<file path="config.mk">
export PLATFORM = sky130hd
export DESIGN_NAME = spi_baud_generator
export DESIGN_NICKNAME = d
export VERILOG_FILES = /design/src/rtl/spi_baud_generator.sv
export SDC_FILE = /design/constraint.sdc
export NUM_CORES = 1
export LEC_CHECK = 0
export CAP_MARGIN = 20
export CORE_AREA = 2 2 56 58
export DETAILED_ROUTE_END_ITERATION = 10
export DIE_AREA = 0 0 58 60
export GPL_ROUTABILITY_DRIVEN = 1
export PLACE_DENSITY_LB_ADDON = 0.3
export SLEW_MARGIN = 5
export SYNTH_ARGS = -nofsm -noshare
export SYNTH_HDL_FRONTEND = slang
export SYNTH_SLANG_ARGS = --single-unit
</file>
<file path="constraint.sdc">
create_clock -name pclk -period 4.3 [get_ports pclk]
set_input_delay 0.43 -clock pclk [delete_from_list [all_inputs] [get_ports pclk]]
set_output_delay 0.43 -clock pclk [all_outputs]
set_load 0.1 [all_outputs]
</file>
<file path="src/rtl/spi_baud_generator.sv">
// SPI baud generator: divides pclk into sclk and produces the one-cycle
// MOSI launch / MISO sample strobes for the selected CPOL/CPHA mode.
module spi_baud_generator #(
    parameter logic [1:0] MODE_RUN  = 2'b00,
    parameter logic [1:0] MODE_WAIT = 2'b01,
    parameter int         DIV_W     = 12
) (
    input  logic             pclk,
    input  logic             preset_n,
    input  logic [1:0]       spi_mode,
    input  logic             spiswai,
    input  logic [2:0]       sppr,
    input  logic [2:0]       spr,
    input  logic             cpol,
    input  logic             cpha,
    input  logic             ss,
    output logic             sclk,
    output logic             miso_recieve_sclk,
    output logic             miso_recieve_sclk0,
    output logic             mosi_send_sclk,
    output logic             mosi_send_sclk0,
    output logic [DIV_W-1:0] baud_rate_divisor
);

    logic [DIV_W-1:0] div_s;
    logic [DIV_W-1:0] half_m1_s;
    logic [DIV_W-1:0] count_q, count_d;
    logic             sclk_q, sclk_d;
    logic [3:0]       strb_q, strb_d;   // {miso_r, miso_r0, mosi_s, mosi_s0}
    logic             en_s;
    logic             mode_x_s;

    // Divisor (sppr+1) * 2^(spr+1); shift amount widened so spr=7 does not wrap
    always_comb begin
        div_s     = ({{(DIV_W-3){1'b0}}, sppr} + {{(DIV_W-1){1'b0}}, 1'b1})
                    << ({1'b0, spr} + 4'd1);
        half_m1_s = (div_s >> 1) - {{(DIV_W-1){1'b0}}, 1'b1};
        en_s      = !ss && ((spi_mode == MODE_RUN) ||
                            ((spi_mode == MODE_WAIT) && !spiswai));
        mode_x_s  = cpol ^ cpha;
    end

    // Next-state: counter, sclk toggle and edge-qualified strobes
    always_comb begin
        count_d = count_q;
        sclk_d  = sclk_q;
        strb_d  = 4'b0000;
        if (!en_s) begin
            count_d = {DIV_W{1'b0}};
            sclk_d  = cpol;
        end else if (count_q >= half_m1_s) begin
            // >= rather than == so a shrinking divisor still terminates the count
            count_d = {DIV_W{1'b0}};
            sclk_d  = ~sclk_q;
            if (!sclk_q) begin
                strb_d = mode_x_s ? 4'b0001 : 4'b1000;
            end else begin
                strb_d = mode_x_s ? 4'b0100 : 4'b0010;
            end
        end else begin
            count_d = count_q + {{(DIV_W-1){1'b0}}, 1'b1};
        end
    end

    // State registers
    always_ff @(posedge pclk or negedge preset_n) begin
        if (!preset_n) begin
            count_q <= {DIV_W{1'b0}};
            sclk_q  <= 1'b0;
            strb_q  <= 4'b0000;
        end else begin
            count_q <= count_d;
            sclk_q  <= sclk_d;
            strb_q  <= strb_d;
        end
    end

    assign sclk               = sclk_q;
    assign miso_recieve_sclk  = strb_q[3];
    assign miso_recieve_sclk0 = strb_q[2];
    assign mosi_send_sclk     = strb_q[1];
    assign mosi_send_sclk0    = strb_q[0];
    assign baud_rate_divisor  = div_s;

endmodule

</file>
==> results of run 1 <==
[cells by family after synthesis]
group | Yosys count | share of synthesized area
compound gates | 28 | 0.153
xor+xnor | 22 | 0.123
fa+ha+maj | 16 | 0.127
buf+inv | 11 | 0.0326
flops | 17 | 0.270
mux | 6 | 0.0525
simple gates | 71 | 0.242
[final timing paths]
| path | to |
|---|---|
| max | strb_q[1] |
| min | count_q[0] |
| max reg2reg | count_q[8] |
| min reg2reg | count_q[0] |
| max in group asynchronous | strb_q[1] |
| min in group asynchronous | count_q[9] |
[registers in the layout (all words and copies together) (netlist names)]
name / cells
count_q: 12
strb_q: 4
sclk: 1
[layer usage]
layer | track usage | vias to the layer above
li1 | - | 698
met1 | 0.285 | 651
met2 | 0.372 | 31
met3 | 0.0563 | 9
met4 | 0.0631 | 0
met5 | 0 | -
[layout by cell type (no fill, tap or decap), types with 3 or more instances in the layout]
cell type	synthesis	routed
sky130_fd_sc_hd__nand2b_1	3	3
sky130_fd_sc_hd__and3_1	6	6
sky130_fd_sc_hd__nand2_1	9	9
sky130_fd_sc_hd__a31oi_1	3	3
sky130_fd_sc_hd__xor2_1	11	11
sky130_fd_sc_hd__ha_1	16	16
sky130_fd_sc_hd__nor4_1	5	5
sky130_fd_sc_hd__nand3_1	7	7
sky130_fd_sc_hd__buf_4	0	17
sky130_fd_sc_hd__inv_1	7	7
sky130_fd_sc_hd__dfrtp_1	17	17
sky130_fd_sc_hd__o22ai_2	1	4
sky130_fd_sc_hd__xnor2_1	11	10
sky130_fd_sc_hd__clkbuf_4	0	3
sky130_fd_sc_hd__nand4_1	6	6
sky130_fd_sc_hd__nor2b_1	4	4
sky130_fd_sc_hd__clkdlybuf4s50_1	0	18
sky130_fd_sc_hd__nor2_1	18	18
sky130_fd_sc_hd__a21oi_1	5	5
[through the flow]
stage	util	std cells	worst slack [ns]
after floorplan	-	171	0.0882
after CTS	0.669	239	0.377
after global routing	0.672	239	0.0461
after detailed placement	0.660	235	0.0609
after global placement	0.660	235	0.211
final	0.672	239	0.417
[worst max-delay path: stages]
cell and delay [ns]:
sky130_fd_sc_hd__clkdlybuf4s50_1 0.55, sky130_fd_sc_hd__ha_1 0.31, sky130_fd_sc_hd__nor3_1 0.21, sky130_fd_sc_hd__a221o_1 0.25, sky130_fd_sc_hd__o22ai_2 0.15, sky130_fd_sc_hd__a2111oi_4 0.34
sky130_fd_sc_hd__nand4_1 0.19, sky130_fd_sc_hd__or3_1 0.35, sky130_fd_sc_hd__ha_1 0.30, sky130_fd_sc_hd__nand2_1 0.08, sky130_fd_sc_hd__nor4_1 0.27, sky130_fd_sc_hd__o31ai_1 0.16
sky130_fd_sc_hd__and2_1 0.24, sky130_fd_sc_hd__nor4_1 0.25
[cell type report]
cell class | count | share of cell area
multi-input cells | 143 | 0.576
clock buffers | 4 | 0.0135
inverters | 7 | 0.0135
repair buffers | 35 | 0.158
well taps | 33 | 0.0212
flip-flops and latches | 17 | 0.218
[report_power, final]
group          internal (mW)  leakage [nW]  switching, mW
clock network         0.0362        0.0150         0.0499
logic                 0.0941         0.646          0.169
registers              0.161         0.235        0.00194
total                  0.292         0.895          0.221
==> results.sh, run 1 <==
export IMPL_status="finished clean"
export IMPL_detailedPlacementHpwl_um=2870
export IMPL_top_achievable_clock_speed_ghz=0.258
export IMPL_synth_warning_count=0
export IMPL_grt_util_all_layers=0.222
export IMPL_netlist_area_mm2=0.00157
export IMPL_wire_length_of_the_first_global_routing_pass_um=6000
export IMPL_synth_area_per_cell_um2=9.20
export IMPL_final_hold_violation_count=0
export IMPL_leakage_nw=0.895
export IMPL_m1WireLength_um=1610
export IMPL_h_tree_depth=1
export IMPL_place_congestion=0.876
export IMPL_finish_net_count=237
export IMPL_place_area_mm2=0.00192
export IMPL_synth_edff_count=0
export IMPL_floorplan_die_area_mm2=0.00348
export IMPL_total_of_fill_cells_in_the_finished_design=248
export IMPL_fp_dieW_um=58
export IMPL_maxCapViolations=0
export IMPL_initial_core_util=0.542
export IMPL_detailroute_via_count=1389
export IMPL_cts_buffers_inserted=3
export IMPL_holdWs_ns=0.517
export IMPL_die_h_um=60
export IMPL_area_delta_synth_final_pct=23.9
export IMPL_final_min_period_over_clock_period=0.903
export IMPL_worst_hold_startpoint="count_q[0]"
export IMPL_detail_route_drc_violations=0
export IMPL_post_cts_setup_buffers=0
export IMPL_setup_viol_count_final=0
export IMPL_syn_instance_count=171
export IMPL_fp_coreArea_mm2=0.00290
export IMPL_synth_cell_types=47
export IMPL_crit_path_start_kind="input port"
export IMPL_critPathArrivalTime_ns=4.08
export IMPL_hold_path_class="flip-flop to flip-flop"
export IMPL_clk_pin_slew_worst_paths_ns=0.09
export IMPL_timing_max_transition_violations_final=0
export IMPL_drt_pass1_iter_count=4
export IMPL_global_route_overflow_total=0
export IMPL_cts_hold_buffers=0
export IMPL_synth_ff_latch_count=17
export IMPL_cts_sinks=17
export IMPL_rrSetupSlack_ns=2.12
export IMPL_postRouteAntennaNets=0
export IMPL_min_path_cells=1
export IMPL_power_mw=0.513
export IMPL_cellPowerDensity_mw_per_mm2=263
export IMPL_max_vdd_ir_drop_uv=278
export IMPL_io_buffers=30
export IMPL_tritoncts="built"
export IMPL_grt_max_degree=18
export IMPL_synthDominantCellAreaShare=0.270
export IMPL_route_final_wire_length_um=3570
export IMPL_cts_resized_gates=0
export IMPL_grt_pass1_vias=1398
export IMPL_finalCriticalPeriod_ns=3.88
export IMPL_fin_clk_skew_ns=0.000957
export IMPL_rsz0062_at_grt="false"
export IMPL_worst_r2r_cell_count=8
export IMPL_syn_num_nets=201
export IMPL_sequential_cell_area_um2=425
export IMPL_portion_of_the_post_synthesis_area_used_by_sequential_elements=0.270
export IMPL_area_of_the_multi_input_gates_mm2=0.00112
export IMPL_placement_rows=20
export IMPL_crit_reg2reg_launch="count_q[0]"
export IMPL_antenna_violations_before_repair=0
export IMPL_detail_route_vias_per_cell=5.81
export IMPL_insertion_delay_of_the_later_clocked_pin_in_the_worst_skew_pair_ns=0.29
export IMPL_critPathMaxFanout=5
export IMPL_totalNegativeSetupSlack_ns=0
export IMPL_synth_main_ff_cell="sky130_fd_sc_hd__dfrtp_1"
export IMPL_worstSetupEndpointType="flip-flop"
export IMPL_async_set_or_reset_flop_fraction_in_the_synthesized_netlist=1.00
export IMPL_post_drt_wl_per_cell_um=14.9
export IMPL_synth_top_cells_by_count="18 x sky130_fd_sc_hd__nor2_1, 17 x sky130_fd_sc_hd__dfrtp_1, 16 x sky130_fd_sc_hd__ha_1"
export IMPL_yosysTopAreaCell="sky130_fd_sc_hd__dfrtp_1"
export IMPL_criticalPathCategory="input port to flip-flop"
export IMPL_dr_first_iter_drc_count=51
export IMPL_maxUsedRoutingLayer="met4"
export IMPL_timing_critical_path_from="spr[1]"
export IMPL_cp_data_required_time_ns=4.50
export IMPL_post_synth_main_area_contributors="sky130_fd_sc_hd__dfrtp_1 27%, sky130_fd_sc_hd__ha_1 13%, sky130_fd_sc_hd__xnor2_1 6.1%, sky130_fd_sc_hd__xor2_1 6.1%, sky130_fd_sc_hd__nor2_1 4.3%"
export IMPL_synth_most_common_cell="sky130_fd_sc_hd__nor2_1"
export IMPL_root_buffer="sky130_fd_sc_hd__clkbuf_4"
export IMPL_max_slew_margin_rel=0.342
export IMPL_worstMarginPinSlew_ns=0.985
export IMPL_antennaDiodeCount=0
export IMPL_share_of_layout_cells_above_drive_strength_1=0.170
export IMPL_met2RoutedLength_um=1760
export IMPL_post_route_cell_area_mm2=0.00195
export IMPL_io_pins=31
export IMPL_ctsLongestPathBuffers=2
export IMPL_wl_met3_um=142
Note: power is estimated with default switching activity, not from simulation.
==> inputs of run 2 (changes only) <==
- CORE_AREA: 2 2 56 58 -> 2 2 75 77
- DIE_AREA: 0 0 58 60 -> 0 0 77 79
==> run 2 against run 1 <==
  * Via count shrank 2.8%
  * Flip-flop and latch count did not move
  * Utilization fell by 29 points
  * Critical endpoint unchanged
  * Largest power group unchanged
==> results.sh, run 2 (synthesis gave the netlist of run 1 again) <==
export IMPL_root_buffer="sky130_fd_sc_hd__clkbuf_8"
export IMPL_share_of_layout_cells_above_drive_strength_1=0.174
export IMPL_worst_r2r_endpoint="count_q[2]"
export IMPL_cts_sinks=17
export IMPL_critPathArrivalTime_ns=4.06
export IMPL_total_of_fill_cells_in_the_finished_design=578
export IMPL_min_path_cells=1
export IMPL_cellPowerDensity_mw_per_mm2=269
export IMPL_final_setup_worst_slack_ns=0.379
export IMPL_tritoncts="built"
export IMPL_drt_pass1_iter_count=4
export IMPL_postRouteAntennaNets=0
export IMPL_h_tree_depth=1
export IMPL_timing_critical_path_from="sppr[0]"
export IMPL_fp_coreArea_mm2=0.00534
export IMPL_worstMarginPinSlew_ns=0.970
export IMPL_max_slew_margin_rel=0.351
export IMPL_io_pins=31
export IMPL_cts_resized_gates=0
export IMPL_antenna_violations_before_repair=0
export IMPL_timing_max_transition_violations_final=0
export IMPL_grt_pass1_vias=1271
export IMPL_whs_endpoint="strb_q[0]"
export IMPL_leakage_nw=0.904
export IMPL_criticalPathCategory="input port to flip-flop"
export IMPL_ctsLongestPathBuffers=2
export IMPL_maxCapViolations=0
export IMPL_fp_dieW_um=77
export IMPL_hold_path_class="flip-flop to flip-flop"
export IMPL_detailedPlacementHpwl_um=2800
export IMPL_fin_clk_skew_ns=0.00393
export IMPL_rsz0062_at_grt="false"
export IMPL_worst_r2r_cell_count=9
export IMPL_cts_buffers_inserted=3
export IMPL_detailroute_via_count=1350
export IMPL_floorplan_die_area_mm2=0.00608
export IMPL_placement_rows=27
export IMPL_initial_core_util=0.295
export IMPL_detail_route_vias_per_cell=4.84
export IMPL_finalCriticalPeriod_ns=3.92
export IMPL_grt_max_degree=18
export IMPL_top_achievable_clock_speed_ghz=0.255
export IMPL_detail_route_drc_violations=0
export IMPL_cts_hold_buffers=0
export IMPL_crit_reg2reg_launch="count_q[0]"
export IMPL_placement_setup_worst_slack_ns=0.0834
export IMPL_max_flop_register="count_q"
export IMPL_io_buffers=30
export IMPL_die_h_um=79
export IMPL_post_cts_setup_buffers=0
export IMPL_worst_hold_startpoint="sclk"
export IMPL_wire_length_of_the_first_global_routing_pass_um=5820
export IMPL_route_final_wire_length_um=3430
export IMPL_area_of_the_multi_input_gates_mm2=0.00111
export IMPL_crit_path_start_kind="input port"
export IMPL_final_hold_violation_count=0
export IMPL_insertion_delay_of_the_later_clocked_pin_in_the_worst_skew_pair_ns=0.25
export IMPL_finish_net_count=238
export IMPL_largest_reg_flops=12
export IMPL_grt_util_all_layers=0.118
export IMPL_global_route_overflow_total=0
export IMPL_area_delta_synth_final_pct=28.3
export IMPL_cp_data_required_time_ns=4.44
export IMPL_critPathMaxFanout=5
export IMPL_worstSetupEndpointType="flip-flop"
export IMPL_rrSetupSlack_ns=2.31
export IMPL_totalNegativeSetupSlack_ns=0
export IMPL_setup_viol_count_final=0
export IMPL_dr_first_iter_drc_count=74
export IMPL_clk_pin_slew_worst_paths_ns=0.07
export IMPL_max_vdd_ir_drop_uv=108
export IMPL_post_drt_wl_per_cell_um=12.3
export IMPL_layout_common_cells="18 x sky130_fd_sc_hd__nor2_1, 18 x sky130_fd_sc_hd__clkdlybuf4s50_1, 18 x sky130_fd_sc_hd__buf_4"
export IMPL_sequential_cell_area_um2=425
export IMPL_final_min_period_over_clock_period=0.912
export IMPL_place_congestion=0.773
export IMPL_status="finished clean"
export IMPL_antennaDiodeCount=0
## run 2: cell types whose count changed in the layout (fill, tap and decap cells not counted)
cell	before	now
sky130_fd_sc_hd__buf_4	17	18
sky130_fd_sc_hd__clkinv_2	0	1
sky130_fd_sc_hd__clkbuf_1	1	0
sky130_fd_sc_hd__clkbuf_4	3	0
sky130_fd_sc_hd__xnor2_1	10	11
sky130_fd_sc_hd__clkbuf_8	0	3
sky130_fd_sc_hd__xnor2_2	1	0
## run 2: cell type report
class | instances | area share
clock buffers | 3 | 0.0205
repair buffers | 36 | 0.156
clock inverters | 1 | 0.00248
flip-flops and latches | 17 | 0.211
well taps | 72 | 0.0446
multi-input cells | 143 | 0.552
inverters | 7 | 0.0130
## run 2: how the worst max path moves through the flow
stage	end	slack [ns]	cells after the start
2_1_floorplan	count_q[10]	0.09	12
3_3_place_gp	strb_q[1]	0.14	14
3_5_place_dp	strb_q[1]	0.08	14
4_1_cts	strb_q[1]	0.34	14
5_1_grt	strb_q[1]	0.02	14
6_report	strb_q[1]	0.38	14
## run 2: routing by layer
layer  GRT usage  wire, µm
met1       0.161      1700
met2       0.191      1580
met3      0.0216       112
met4      0.0321        36
met5           0         0
## run 2: worst max-delay path: stages
cell and delay (ns):
sky130_fd_sc_hd__clkdlybuf4s50_1 0.49, sky130_fd_sc_hd__ha_1 0.25, sky130_fd_sc_hd__xnor2_1 0.28, sky130_fd_sc_hd__nand2_1 0.12
sky130_fd_sc_hd__a31o_1 0.30, sky130_fd_sc_hd__a2111oi_4 0.40, sky130_fd_sc_hd__nand4_1 0.18, sky130_fd_sc_hd__or3_1 0.35
sky130_fd_sc_hd__ha_1 0.29, sky130_fd_sc_hd__nand2_1 0.07, sky130_fd_sc_hd__nor4_1 0.26, sky130_fd_sc_hd__o31ai_1 0.16
sky130_fd_sc_hd__and2_1 0.23, sky130_fd_sc_hd__nor4_1 0.26
## run 2: through the flow
step                total power [mW]  instance area (µm²)  cells  utilization  hold slack, ns
floorplan                      0.363                 1590    171            -           0.134
global placement               0.427                 1970    275        0.369           0.487
detailed placement             0.427                 1970    275        0.369           0.488
CTS                            0.547                 2020    279        0.378           0.490
global route                   0.575                 2020    279        0.378           0.501
finish                         0.543                 2020    279        0.378           0.484
## run 2: report_power, final
group	leakage, nW	internal, mW	total, mW	switching [mW]
clock	0.0255	0.0643	0.120	0.0555
sequential	0.235	0.161	0.163	0.00171
combinational	0.644	0.0928	0.260	0.167
==> inputs of run 3 (changes only) <==
- CORE_AREA: 2 2 75 77 -> 2 2 76 78
- DIE_AREA: 0 0 77 79 -> 0 0 78 80
==> run 3 against run 2 <==
  * Critical endpoint is now strb_q[3]
  * Final cell count unchanged
  * Clock skew shrank 0.0033 ns
  * Combinational power is essentially flat
  * Sequential power about the same
  * Total power hardly changed
  * Critical path type unchanged
  * Worst hold slack gained 0.0087 ns
  * Sequential share of layout area about the same
==> results.sh, run 3 (synthesis gave the netlist of run 1 again) <==
export IMPL_total_of_fill_cells_in_the_finished_design=570
export IMPL_place_congestion=0.764
export IMPL_global_route_overflow_total=0
export IMPL_sequential_cell_area_um2=425
export IMPL_largest_reg_flops=12
export IMPL_dr_first_iter_drc_count=37
export IMPL_grt_max_degree=18
export IMPL_globalRouteMet3Util=0.0249
export IMPL_holdWs_ns=0.493
export IMPL_die_h_um=80
export IMPL_max_vdd_ir_drop_uv=106
export IMPL_cts_hold_buffers=0
export IMPL_cts_sinks=17
export IMPL_post_cts_setup_buffers=0
export IMPL_grt_pass1_vias=1238
export IMPL_floorplan_die_area_mm2=0.00624
export IMPL_area_delta_synth_final_pct=28.2
export IMPL_crit_path_top_delay_cell="sky130_fd_sc_hd__clkdlybuf4s50_1"
export IMPL_initial_core_util=0.291
export IMPL_critPathMaxFanout=6
export IMPL_crit_path_start_kind="input port"
export IMPL_postRouteAntennaNets=0
export IMPL_finalCriticalPeriod_ns=3.95
export IMPL_cts_resized_gates=0
export IMPL_ctsLongestPathBuffers=2
export IMPL_antennaDiodeCount=0
export IMPL_io_buffers=30
export IMPL_final_min_period_over_clock_period=0.919
export IMPL_fp_coreArea_mm2=0.00541
export IMPL_timing_max_transition_violations_final=0
export IMPL_worstMarginPinSlew_ns=0.981
export IMPL_totalNegativeSetupSlack_ns=0
export IMPL_top_usage_layer="met2"
export IMPL_min_path_cells=1
export IMPL_critPathArrivalTime_ns=4.10
export IMPL_leakage_nw=0.902
export IMPL_cp_cell_sequence="clkdlybuf4s50_1 -> ha_1 -> xnor2_1 -> mux2i_1 -> a32o_2 -> a211oi_4 -> nand4_1 -> or3_1 -> ha_1 -> nand2_1 -> nor4_1 -> o31ai_1 -> and2_1 -> nor4_1"
export IMPL_grt_util_all_layers=0.116
export IMPL_detail_route_vias_per_cell=4.84
export IMPL_insertion_delay_of_the_later_clocked_pin_in_the_worst_skew_pair_ns=0.25
export IMPL_route_final_wire_length_um=3550
export IMPL_tritoncts="built"
export IMPL_detail_route_drc_violations=0
export IMPL_final_hold_violation_count=0
export IMPL_fin_clk_skew_ns=0.000658
export IMPL_area_of_the_multi_input_gates_mm2=0.00111
export IMPL_cellPowerDensity_mw_per_mm2=269
export IMPL_root_buffer="sky130_fd_sc_hd__clkbuf_8"
export IMPL_rsz0062_at_grt="false"
export IMPL_io_pins=31
export IMPL_detailedPlacementHpwl_um=2940
export IMPL_maxCapViolations=0
export IMPL_clk_pin_slew_worst_paths_ns=0.06
export IMPL_wire_length_of_the_first_global_routing_pass_um=5930
export IMPL_h_tree_depth=1
export IMPL_layout_common_cells="18 x sky130_fd_sc_hd__nor2_1, 18 x sky130_fd_sc_hd__clkdlybuf4s50_1, 18 x sky130_fd_sc_hd__buf_4"
export IMPL_max_flop_register="count_q"
export IMPL_hold_path_class="flip-flop to flip-flop"
export IMPL_fp_dieW_um=78
export IMPL_antenna_violations_before_repair=0
export IMPL_placement_rows=27
export IMPL_status="finished clean"
export IMPL_finish_net_count=238
export IMPL_grtUsageMet1=0.167
export IMPL_cts_buffers_inserted=3
export IMPL_top_achievable_clock_speed_ghz=0.253
export IMPL_cp_data_required_time_ns=4.45
export IMPL_setup_viol_count_final=0
export IMPL_detailroute_via_count=1351
export IMPL_drt_pass1_iter_count=4
export IMPL_criticalPathCategory="input port to flip-flop"
export IMPL_critPathMaxStageDelay_ns=0.48
export IMPL_share_of_layout_cells_above_drive_strength_1=0.169
export IMPL_worstSetupEndpointType="flip-flop"
export IMPL_grt_use_met2=0.183
export IMPL_post_drt_wl_per_cell_um=12.7
export IMPL_max_slew_margin_rel=0.344
export IMPL_worst_r2r_cell_count=9
export IMPL_placement_setup_worst_slack_ns=0.126
export IMPL_final_setup_worst_slack_ns=0.346
==> run 3: cell count changes in the layout (fill, tap and decap cells not counted), sizes merged <==
cell    before  now
clkbuf       3    4
clkinv       1    0
==> run 3: worst paths after layout <==
path | from | slack, ns | endpoint
max in group asynchronous | preset_n | 3.20 | count_q[7]
worst max-delay path | sppr[0] | 0.35 | strb_q[3]
worst min register to register | sclk | 0.49 | strb_q[0]
min in group asynchronous | preset_n | 0.63 | count_q[0]
worst min-delay path | sclk | 0.49 | strb_q[0]
worst max register to register | count_q[0] | 2.20 | count_q[8]
==> run 3: area by class of cell <==
| cell class | count | share of cell area |
|---|---|---|
| flip-flops and latches | 17 | 0.211 |
| inverters | 7 | 0.0130 |
| multi-input cells | 143 | 0.553 |
| well taps | 72 | 0.0447 |
| clock buffers | 4 | 0.0223 |
| repair buffers | 36 | 0.156 |
==> run 3: layer usage <==
| metal | vias up | part of all wire |
|---|---|---|
| met5 | - | 0 |
| met2 | 20 | 0.46 |
| met3 | 2 | 0.029 |
| li1 | 700 | - |
| met4 | 0 | 0.0051 |
| met1 | 629 | 0.51 |
==> run 3: through the flow <==
step / total power, mW / instances / cell area [µm²] / utilization
floorplan: 0.363 / 171 / 1590 / -
global placement: 0.430 / 275 / 1970 / 0.365
detailed placement: 0.429 / 275 / 1970 / 0.365
CTS: 0.550 / 279 / 2020 / 0.373
global route: 0.580 / 279 / 2020 / 0.373
finish: 0.543 / 279 / 2020 / 0.373
==> run 3: worst max-delay path: cells and delay by family <==
| family | cells | cell delay (ns) |
|---|---|---|
| and+or+nand+nor | 6 | 1.35 |
| AOI/OAI and AO/OA | 3 | 0.84 |
| adders and majority gates | 2 | 0.54 |
| buffers and inverters | 1 | 0.48 |
| xor gates and xnor gates | 1 | 0.30 |
| muxes | 1 | 0.17 |
==> run 3: power breakdown <==
group / switching, mW / internal (mW)
logic: 0.168 / 0.0936
clock network: 0.0523 / 0.0657
registers: 0.00181 / 0.162
total: 0.222 / 0.321
